[config.mk]
export PLATFORM = sky130hd
export DESIGN_NAME = hazard_ctrl_unit
export DESIGN_NICKNAME = d
export VERILOG_FILES = /design/src/rtl/hazard_ctrl_unit_pkg.sv /design/src/rtl/sat_counter.sv /design/src/rtl/hazard_ctrl_unit.sv
export SDC_FILE = /design/constraint.sdc
export NUM_CORES = 1
export LEC_CHECK = 0
export ABC_AREA = 1
export CAP_MARGIN = 20
export CORE_ASPECT_RATIO = 1.5
export CORE_UTILIZATION = 54
export CTS_CLUSTER_DIAMETER = 30
export DETAILED_ROUTE_END_ITERATION = 10
export GPL_TIMING_DRIVEN = 0
export PLACE_DENSITY = 0.89
export REMOVE_ABC_BUFFERS = 1
export SYNTH_ARGS = -nofsm -noshare
export SYNTH_HDL_FRONTEND = slang
export SYNTH_SLANG_ARGS = --single-unit
[constraint.sdc]
create_clock -name clk -period 3.55 [get_ports clk]
set_clock_uncertainty 0.2 [all_clocks]
set_input_delay 0.71 -clock clk [delete_from_list [all_inputs] [get_ports clk]]
set_output_delay 0.71 -clock clk [all_outputs]
set_load 0.01 [all_outputs]
[src/rtl/hazard_ctrl_unit_pkg.sv]
// Shared definitions for the hazard control unit: opcode values, PC source
// codes, CCR flag positions and FSM state encoding.
package hazard_ctrl_unit_pkg;

   // Opcode values; compared after casting to the configured opcode width
   localparam int unsigned OP_NOP = 0;
   localparam int unsigned OP_LDD = 1;
   localparam int unsigned OP_POP = 2;
   localparam int unsigned OP_JZ  = 3;
   localparam int unsigned OP_JN  = 4;
   localparam int unsigned OP_JC  = 5;
   localparam int unsigned OP_JMP = 6;
   localparam int unsigned OP_ADD = 7;
   localparam int unsigned OP_STD = 8;

   // CCR flag bit positions
   localparam int unsigned CCR_ZF = 0;
   localparam int unsigned CCR_CF = 1;
   localparam int unsigned CCR_NF = 3;

   typedef enum logic [1:0] {
      PC_SRC_NEXT = 2'b00,
      PC_SRC_REG  = 2'b01,
      PC_SRC_HOLD = 2'b10
   } pc_src_e;

   typedef enum logic [1:0] {
      ST_RUN      = 2'b00,
      ST_FLUSH    = 2'b01,
      ST_MEM_WAIT = 2'b10
   } state_e;

   // True for opcodes whose result only exists after the memory stage
   function automatic logic is_load(input int unsigned op);
      return (op == OP_LDD) || (op == OP_POP);
   endfunction

endpackage

[src/rtl/sat_counter.sv]
// Saturating up-counter with synchronous clear.
//   clk, rst : clock, synchronous active-high reset
//   inc      : count this cycle (ignored once all-ones)
//   clr      : zero on the next edge, overrides inc
//   cnt      : current count
module sat_counter #(
   parameter int unsigned W = 16
) (
   input  logic         clk,
   input  logic         rst,
   input  logic         inc,
   input  logic         clr,
   output logic [W-1:0] cnt
);

   always_ff @(posedge clk) begin
      if (rst || clr) begin
         cnt <= '0;
      end else if (inc && (cnt != '1)) begin
         cnt <= cnt + W'(1);
      end
   end

endmodule

[src/rtl/hazard_ctrl_unit.sv]
// Pipeline hazard controller: load-use bubbles, branch-after-load stalls,
// taken-branch flushes with configurable length, memory-wait freeze with
// timeout abort, and saturating stall/flush counters.
//   ccr, opcode_d, src*_d, src*_vld_d   : decode-stage instruction and flags
//   opcode_e, dst_e, mem_rd_e           : D/E register contents
//   opcode_m, dst_m, mem_rd_m           : E/M register contents
//   mem_req_m, mem_ready                : memory handshake
//   cnt_clr                             : synchronous counter clear
//   pc_src, bubble, flush_fd, stall_all : pipeline control (combinational)
//   mem_timeout                         : one-cycle abort pulse
//   stall_cnt, flush_cnt                : performance counters
module hazard_ctrl_unit
   import hazard_ctrl_unit_pkg::*;
#(
   parameter int unsigned REG_AW       = 3,
   parameter int unsigned OP_W         = 5,
   parameter int unsigned CCR_W        = 4,
   parameter int unsigned FLUSH_CYCLES = 1,
   parameter int unsigned MEM_TIMEOUT  = 16,
   parameter int unsigned CNT_W        = 16
) (
   input  logic              clk,
   input  logic              rst,
   input  logic [CCR_W-1:0]  ccr,
   input  logic [OP_W-1:0]   opcode_d,
   input  logic [REG_AW-1:0] src1_d,
   input  logic [REG_AW-1:0] src2_d,
   input  logic              src1_vld_d,
   input  logic              src2_vld_d,
   input  logic [OP_W-1:0]   opcode_e,
   input  logic [REG_AW-1:0] dst_e,
   input  logic              mem_rd_e,
   input  logic [OP_W-1:0]   opcode_m,
   input  logic [REG_AW-1:0] dst_m,
   input  logic              mem_rd_m,
   input  logic              mem_req_m,
   input  logic              mem_ready,
   input  logic              cnt_clr,
   output logic [1:0]        pc_src,
   output logic              bubble,
   output logic              flush_fd,
   output logic              stall_all,
   output logic              mem_timeout,
   output logic [CNT_W-1:0]  stall_cnt,
   output logic [CNT_W-1:0]  flush_cnt
);

   localparam int unsigned FL_W  = 2;
   localparam int unsigned TMO_W = $clog2(MEM_TIMEOUT + 1);

   state_e            state_q, state_d, ret_state_q, ret_state_d;
   logic [FL_W-1:0]   fl_cnt_q, fl_cnt_d, ret_fl_q, ret_fl_d;
   logic [TMO_W-1:0]  tmo_cnt_q, tmo_cnt_d;
   logic              match_e, match_m, is_branch, taken, hz, mem_wait_req;
   logic [CNT_W-1:0]  stall_cnt_q, flush_cnt_q;
   logic              unused_ccr;

   // Only sources the instruction really reads can create a hazard
   assign match_e = (src1_vld_d && (src1_d == dst_e)) || (src2_vld_d && (src2_d == dst_e));
   assign match_m = (src1_vld_d && (src1_d == dst_m)) || (src2_vld_d && (src2_d == dst_m));

   assign is_branch = (opcode_d == OP_W'(OP_JZ)) || (opcode_d == OP_W'(OP_JN)) ||
                      (opcode_d == OP_W'(OP_JC)) || (opcode_d == OP_W'(OP_JMP));
   assign taken     = (opcode_d == OP_W'(OP_JMP)) ||
                      ((opcode_d == OP_W'(OP_JZ)) && ccr[CCR_ZF]) ||
                      ((opcode_d == OP_W'(OP_JN)) && ccr[CCR_NF]) ||
                      ((opcode_d == OP_W'(OP_JC)) && ccr[CCR_CF]);

   assign hz = (is_load(32'(opcode_e)) && mem_rd_e && match_e) ||
               (is_branch && is_load(32'(opcode_m)) && mem_rd_m && match_m);

   assign mem_wait_req = mem_req_m && !mem_ready;
   assign unused_ccr   = ^ccr;

   // State and saved-return registers
   always_ff @(posedge clk) begin
      state_q     <= state_d;
      fl_cnt_q    <= fl_cnt_d;
      tmo_cnt_q   <= tmo_cnt_d;
      ret_state_q <= ret_state_d;
      ret_fl_q    <= ret_fl_d;
   end

   // Next-state and control outputs; reset path leaves all outputs at zero
   always_comb begin
      state_d     = state_q;
      fl_cnt_d    = fl_cnt_q;
      tmo_cnt_d   = tmo_cnt_q;
      ret_state_d = ret_state_q;
      ret_fl_d    = ret_fl_q;
      pc_src      = PC_SRC_NEXT;
      bubble      = 1'b0;
      flush_fd    = 1'b0;
      stall_all   = 1'b0;
      mem_timeout = 1'b0;

      if (rst) begin
         state_d     = ST_RUN;
         fl_cnt_d    = '0;
         tmo_cnt_d   = '0;
         ret_state_d = ST_RUN;
         ret_fl_d    = '0;
      end else begin
         case (state_q)
            ST_MEM_WAIT: begin
               stall_all = 1'b1;
               pc_src    = PC_SRC_HOLD;
               if (mem_ready) begin
                  state_d  = ret_state_q;
                  fl_cnt_d = ret_fl_q;
               end else if (tmo_cnt_q == TMO_W'(MEM_TIMEOUT)) begin
                  // Abort drops any interrupted flush
                  mem_timeout = 1'b1;
                  state_d     = ST_RUN;
                  fl_cnt_d    = '0;
               end else begin
                  tmo_cnt_d = tmo_cnt_q + TMO_W'(1);
               end
            end
            ST_RUN, ST_FLUSH: begin
               if (mem_wait_req) begin
                  stall_all   = 1'b1;
                  pc_src      = PC_SRC_HOLD;
                  ret_state_d = state_q;
                  ret_fl_d    = fl_cnt_q;
                  tmo_cnt_d   = TMO_W'(1);
                  state_d     = ST_MEM_WAIT;
               end else if (state_q == ST_FLUSH) begin
                  // Decode contents are stale here; no branch evaluation
                  flush_fd = 1'b1;
                  if (fl_cnt_q == FL_W'(1)) begin
                     state_d  = ST_RUN;
                     fl_cnt_d = '0;
                  end else begin
                     fl_cnt_d = fl_cnt_q - FL_W'(1);
                  end
               end else if (hz) begin
                  bubble = 1'b1;
                  pc_src = PC_SRC_HOLD;
               end else if (is_branch && taken) begin
                  pc_src   = PC_SRC_REG;
                  flush_fd = 1'b1;
                  if (FLUSH_CYCLES > 1) begin
                     state_d  = ST_FLUSH;
                     fl_cnt_d = FL_W'(FLUSH_CYCLES - 1);
                  end
               end
            end
            default: begin
               state_d  = ST_RUN;
               fl_cnt_d = '0;
            end
         endcase
      end
   end

   sat_counter #(.W(CNT_W)) u_stall_cnt (
      .clk (clk),
      .rst (rst),
      .inc (bubble || stall_all),
      .clr (cnt_clr),
      .cnt (stall_cnt_q)
   );

   sat_counter #(.W(CNT_W)) u_flush_cnt (
      .clk (clk),
      .rst (rst),
      .inc (flush_fd),
      .clr (cnt_clr),
      .cnt (flush_cnt_q)
   );

   // Counter outputs read as zero while reset is held
   assign stall_cnt = rst ? '0 : stall_cnt_q;
   assign flush_cnt = rst ? '0 : flush_cnt_q;

endmodule
==> impl_metrics.xml <==
<?xml version="1.0" encoding="UTF-8"?>
<metrics>
  <group name="run_status">
    <metric name="status" unit="">complete, no violations</metric>
  </group>
  <group name="cts">
    <metric name="clockRootBuffer" unit="">clkbuf_8</metric>
    <metric name="cts_max_level" unit="">2</metric>
    <metric name="tritoncts" unit="">done</metric>
    <metric name="cts_num_sinks" unit="">45</metric>
    <metric name="post_cts_hold_buffer_count" unit="">0</metric>
    <metric name="tritoncts.num_buffers" unit="">5</metric>
    <metric name="clkSlewWorstSetupHoldPaths" unit="ns">0.08</metric>
    <metric name="ctsLongestPathBuffers" unit="">2</metric>
    <metric name="clkLatencyLatePin" unit="ns">0.30</metric>
  </group>
  <group name="timing">
    <metric name="tightest_slew" unit="ns">0.944</metric>
    <metric name="report.final.hold_viol_count" unit="">0</metric>
    <metric name="slew_headroom" unit="%">37.0</metric>
    <metric name="max_freq" unit="GHz">0.295</metric>
    <metric name="timing.final.crit_period" unit="ns">3.39</metric>
    <metric name="finalCritPeriodShare" unit="%">95.4</metric>
    <metric name="rsz0062_at_grt" unit="">no</metric>
    <metric name="slew_limit_fails" unit="">0</metric>
    <metric name="setup_violations" unit="">0</metric>
  </group>
  <group name="synth">
    <metric name="synth_cell_type_count" unit="">32</metric>
    <metric name="synth_seq_cells" unit="">45</metric>
    <metric name="synth_sequential_area_ratio" unit="%">29.1</metric>
    <metric name="synth_area_per_cell" unit="µm²">6.26</metric>
    <metric name="synth.cell_area" unit="mm²">0.00310</metric>
    <metric name="synthesis.yosys.warnings" unit="">0</metric>
    <metric name="post_synth_inst_count" unit="">495</metric>
  </group>
  <group name="power">
    <metric name="switching_share" unit="%">23.7</metric>
    <metric name="power.sequential.fraction" unit="%">45.6</metric>
    <metric name="power.share.clock" unit="%">40.6</metric>
    <metric name="vdd.ir_drop.worst" unit="V">0.000350</metric>
    <metric name="power.internal" unit="mW">0.862</metric>
    <metric name="cellPowerDensity" unit="mW/mm²">277</metric>
    <metric name="leakage" unit="nW">1.67</metric>
    <metric name="switching_power" unit="mW">0.268</metric>
    <metric name="p_total" unit="mW">1.13</metric>
    <metric name="combPwrFrac" unit="%">13.8</metric>
  </group>
  <group name="placed_design">
    <metric name="place_congestion" unit="">0.876</metric>
    <metric name="placedCellCount" unit="">626</metric>
    <metric name="buffer_ports.inserted" unit="">76</metric>
    <metric name="dp_hpwl" unit="µm">5790</metric>
  </group>
  <group name="worst_setup_path">
    <metric name="critPathLaunchType" unit="">input pin</metric>
    <metric name="worst-r2r-cell-count" unit="">7</metric>
    <metric name="crit_path_end_kind" unit="">output pin</metric>
    <metric name="crit_required" unit="ns">2.64</metric>
    <metric name="arrival" unit="ns">2.48</metric>
    <metric name="worst-setup-path-type" unit="">in -&gt; out</metric>
    <metric name="critical_path_peak_fanout" unit="">3</metric>
  </group>
  <group name="drt">
    <metric name="vias_per_cell" unit="">5.37</metric>
    <metric name="detail_route.drc_violations" unit="">0</metric>
    <metric name="number_of_routed_nets_with_antenna_violations" unit="">0</metric>
    <metric name="num_vias" unit="">3414</metric>
    <metric name="drt_iter0_drc" unit="">169</metric>
    <metric name="finalWirelength" unit="µm">7910</metric>
    <metric name="routedWlPerCell" unit="µm">12.4</metric>
    <metric name="dr.pass1.iters" unit="">4</metric>
  </group>
  <group name="floorplan">
    <metric name="die_width" unit="µm">63.9</metric>
    <metric name="die-area" unit="mm²">0.00605</metric>
    <metric name="die_y" unit="µm">94.8</metric>
    <metric name="floorplan.initialDensity" unit="%">56.4</metric>
    <metric name="core" unit="mm²">0.00549</metric>
    <metric name="pin_count" unit="">78</metric>
    <metric name="rows" unit="">33</metric>
  </group>
  <group name="final_layout">
    <metric name="area_growth_syn_to_layout" unit="%">31.4</metric>
    <metric name="post_route_cells_drive_above_1_share" unit="%">6.01</metric>
    <metric name="num-fill-cells" unit="">451</metric>
    <metric name="antenna_cells_inserted" unit="">0</metric>
    <metric name="fin_nets" unit="">610</metric>
    <metric name="finish.cell_count_without_fillers" unit="">636</metric>
    <metric name="commonest_non_fill_non_tap_cell_in_the_layout" unit="">nand2_1</metric>
    <metric name="most-common-layout-cells" unit="">nand2_1 (107), nor2_1 (77), clkdlybuf4s50_1 (71)</metric>
  </group>
  <group name="grt">
    <metric name="via_count_of_the_first_global_routing_pass" unit="">3171</metric>
    <metric name="globalRouteTotalUtil" unit="%">26.8</metric>
    <metric name="pin_count_of_the_biggest_net_entering_global_routing" unit="">30</metric>
    <metric name="grt_remaining_overflow" unit="">0</metric>
    <metric name="antenna_found_initial" unit="">0</metric>
    <metric name="wire_length_of_the_first_global_routing_pass" unit="µm">13000</metric>
  </group>
  <group name="job">
    <metric name="max-cap-violations" unit="">0</metric>
  </group>
  <group name="min_path">
    <metric name="timing.hold.worst.class" unit="">reg -&gt; reg</metric>
    <metric name="min_path_cells" unit="">2</metric>
  </group>
</metrics>
==> worst paths after layout <==
check	to	from	slack, ns
setup / recovery	bubble	opcode_d[0]	0.16
hold / removal	u_flush_cnt.cnt[15]	u_flush_cnt.cnt[15]	0.27
setup reg to reg	u_flush_cnt.cnt[7]	u_flush_cnt.cnt[0]	1.07
hold reg to reg	u_flush_cnt.cnt[15]	u_flush_cnt.cnt[15]	0.27
==> sequential cells by signal (all words and copies together), names as in the netlist <==
signal,cells
state_q,2
ret_state_q,2
u_flush_cnt.cnt,16
fl_cnt_q,2
u_stall_cnt.cnt,16
tmo_cnt_q,5
ret_fl_q,2
==> cell usage after synthesis (all sizes together) <==
master	n	area share, %
inv	69	8.4
o21a	1	0.24
a22oi	1	0.24
xor2	26	7.3
nor4b	1	0.28
a21oi	40	6.5
nor4	4	0.81
nand3	43	7.1
nor3	14	3.5
o21ai	8	1.3
nand2	113	14
clkbuf	8	0.97
xnor2	4	1.1
buf	8	1.7
nand4	22	4.6
ha	5	2.0
nand3b	2	0.48
nor2	80	9.8
a21boi	1	0.24
dfxtp	45	29
==> critical path: stages <==
cell and delay [ns]:
clkdlybuf4s50_1 0.47, inv_1 0.04, nor2_1 0.16, nand3_1 0.11, nand3_1 0.11, nand3_1 0.09, nand2_1 0.07, nand2_1 0.09
inv_1 0.08, clkdlybuf4s50_1 0.54
==> power groups by stage <==
stage | Clock (mW) | Combinational, mW | Sequential, mW
after floorplan | 0 | 0.0705 | 0.525
after global placement | 0 | 0.143 | 0.526
after detailed placement | 0 | 0.150 | 0.526
after CTS | 0.463 | 0.155 | 0.514
after global routing | 0.484 | 0.173 | 0.515
final | 0.459 | 0.156 | 0.515
==> layout make-up <==
| cell class | instances | area (µm²) | area share (%) |
|---|---|---|---|
| Clock buffer | 5 | 68.8 | 1.69 |
| Clock inverter | 3 | 65.1 | 1.60 |
| Inverter | 69 | 259 | 6.36 |
| Multi-Input combinational cell | 365 | 1880 | 46.1 |
| Sequential cell | 45 | 901 | 22.1 |
| Tap cell | 70 | 87.6 | 2.15 |
| Timing Repair Buffer | 79 | 815 | 20.0 |
==> routing by layer <==
layer  track usage (%)  wire length (µm)  up-vias  share of wire (%)
met4              8.52               114        0                1.4
li1                  -                 -     1718                  -
met3              4.83               565       13                7.1
met1              26.8              3000     1566                 38
met2              54.1              4240      117                 54
met5                 0                 0        -                  0
==> kinds of logic (layout without fill, tap and decap cells) <==
| family | count (synthesis) | after routing | synth area share [%] |
|---|---|---|---|
| xor gates and xnor gates | 30 | 30 | 8.48 |
| adders and majority gates | 5 | 5 | 2.02 |
| AOI/OAI and AO/OA | 51 | 51 | 8.48 |
| and+or+nand+nor | 279 | 279 | 41.0 |
| DFF | 45 | 45 | 29.1 |
| buffers and inverters | 85 | 156 | 11.0 |
==> metrics by stage <==
stage	worst slack [ns]	utilization, %	cell area, µm²	hold WS [ns]	TNS [ns]
after detailed placement	-0.631	70.9	3890	0.255	-1.99
after CTS	0.0697	73.9	4060	0.271	0
after global routing	0.0171	74.1	4070	0.277	0
after floorplan	0.944	-	3020	0.235	0
after global placement	-0.990	70.4	3870	0.249	-15.66
final	0.164	74.1	4070	0.269	0
==> repair_timing <==
action | in CTS | in global routing
pin swaps | 2 | 0
endpoints found under the hold margin | 0 | 0
buffers inserted | 2 | 0
setup endpoints to repair | 6 | 4
gates resized for setup | 6 | 6
No activity file was read; power rests on OpenSTA's default activity.
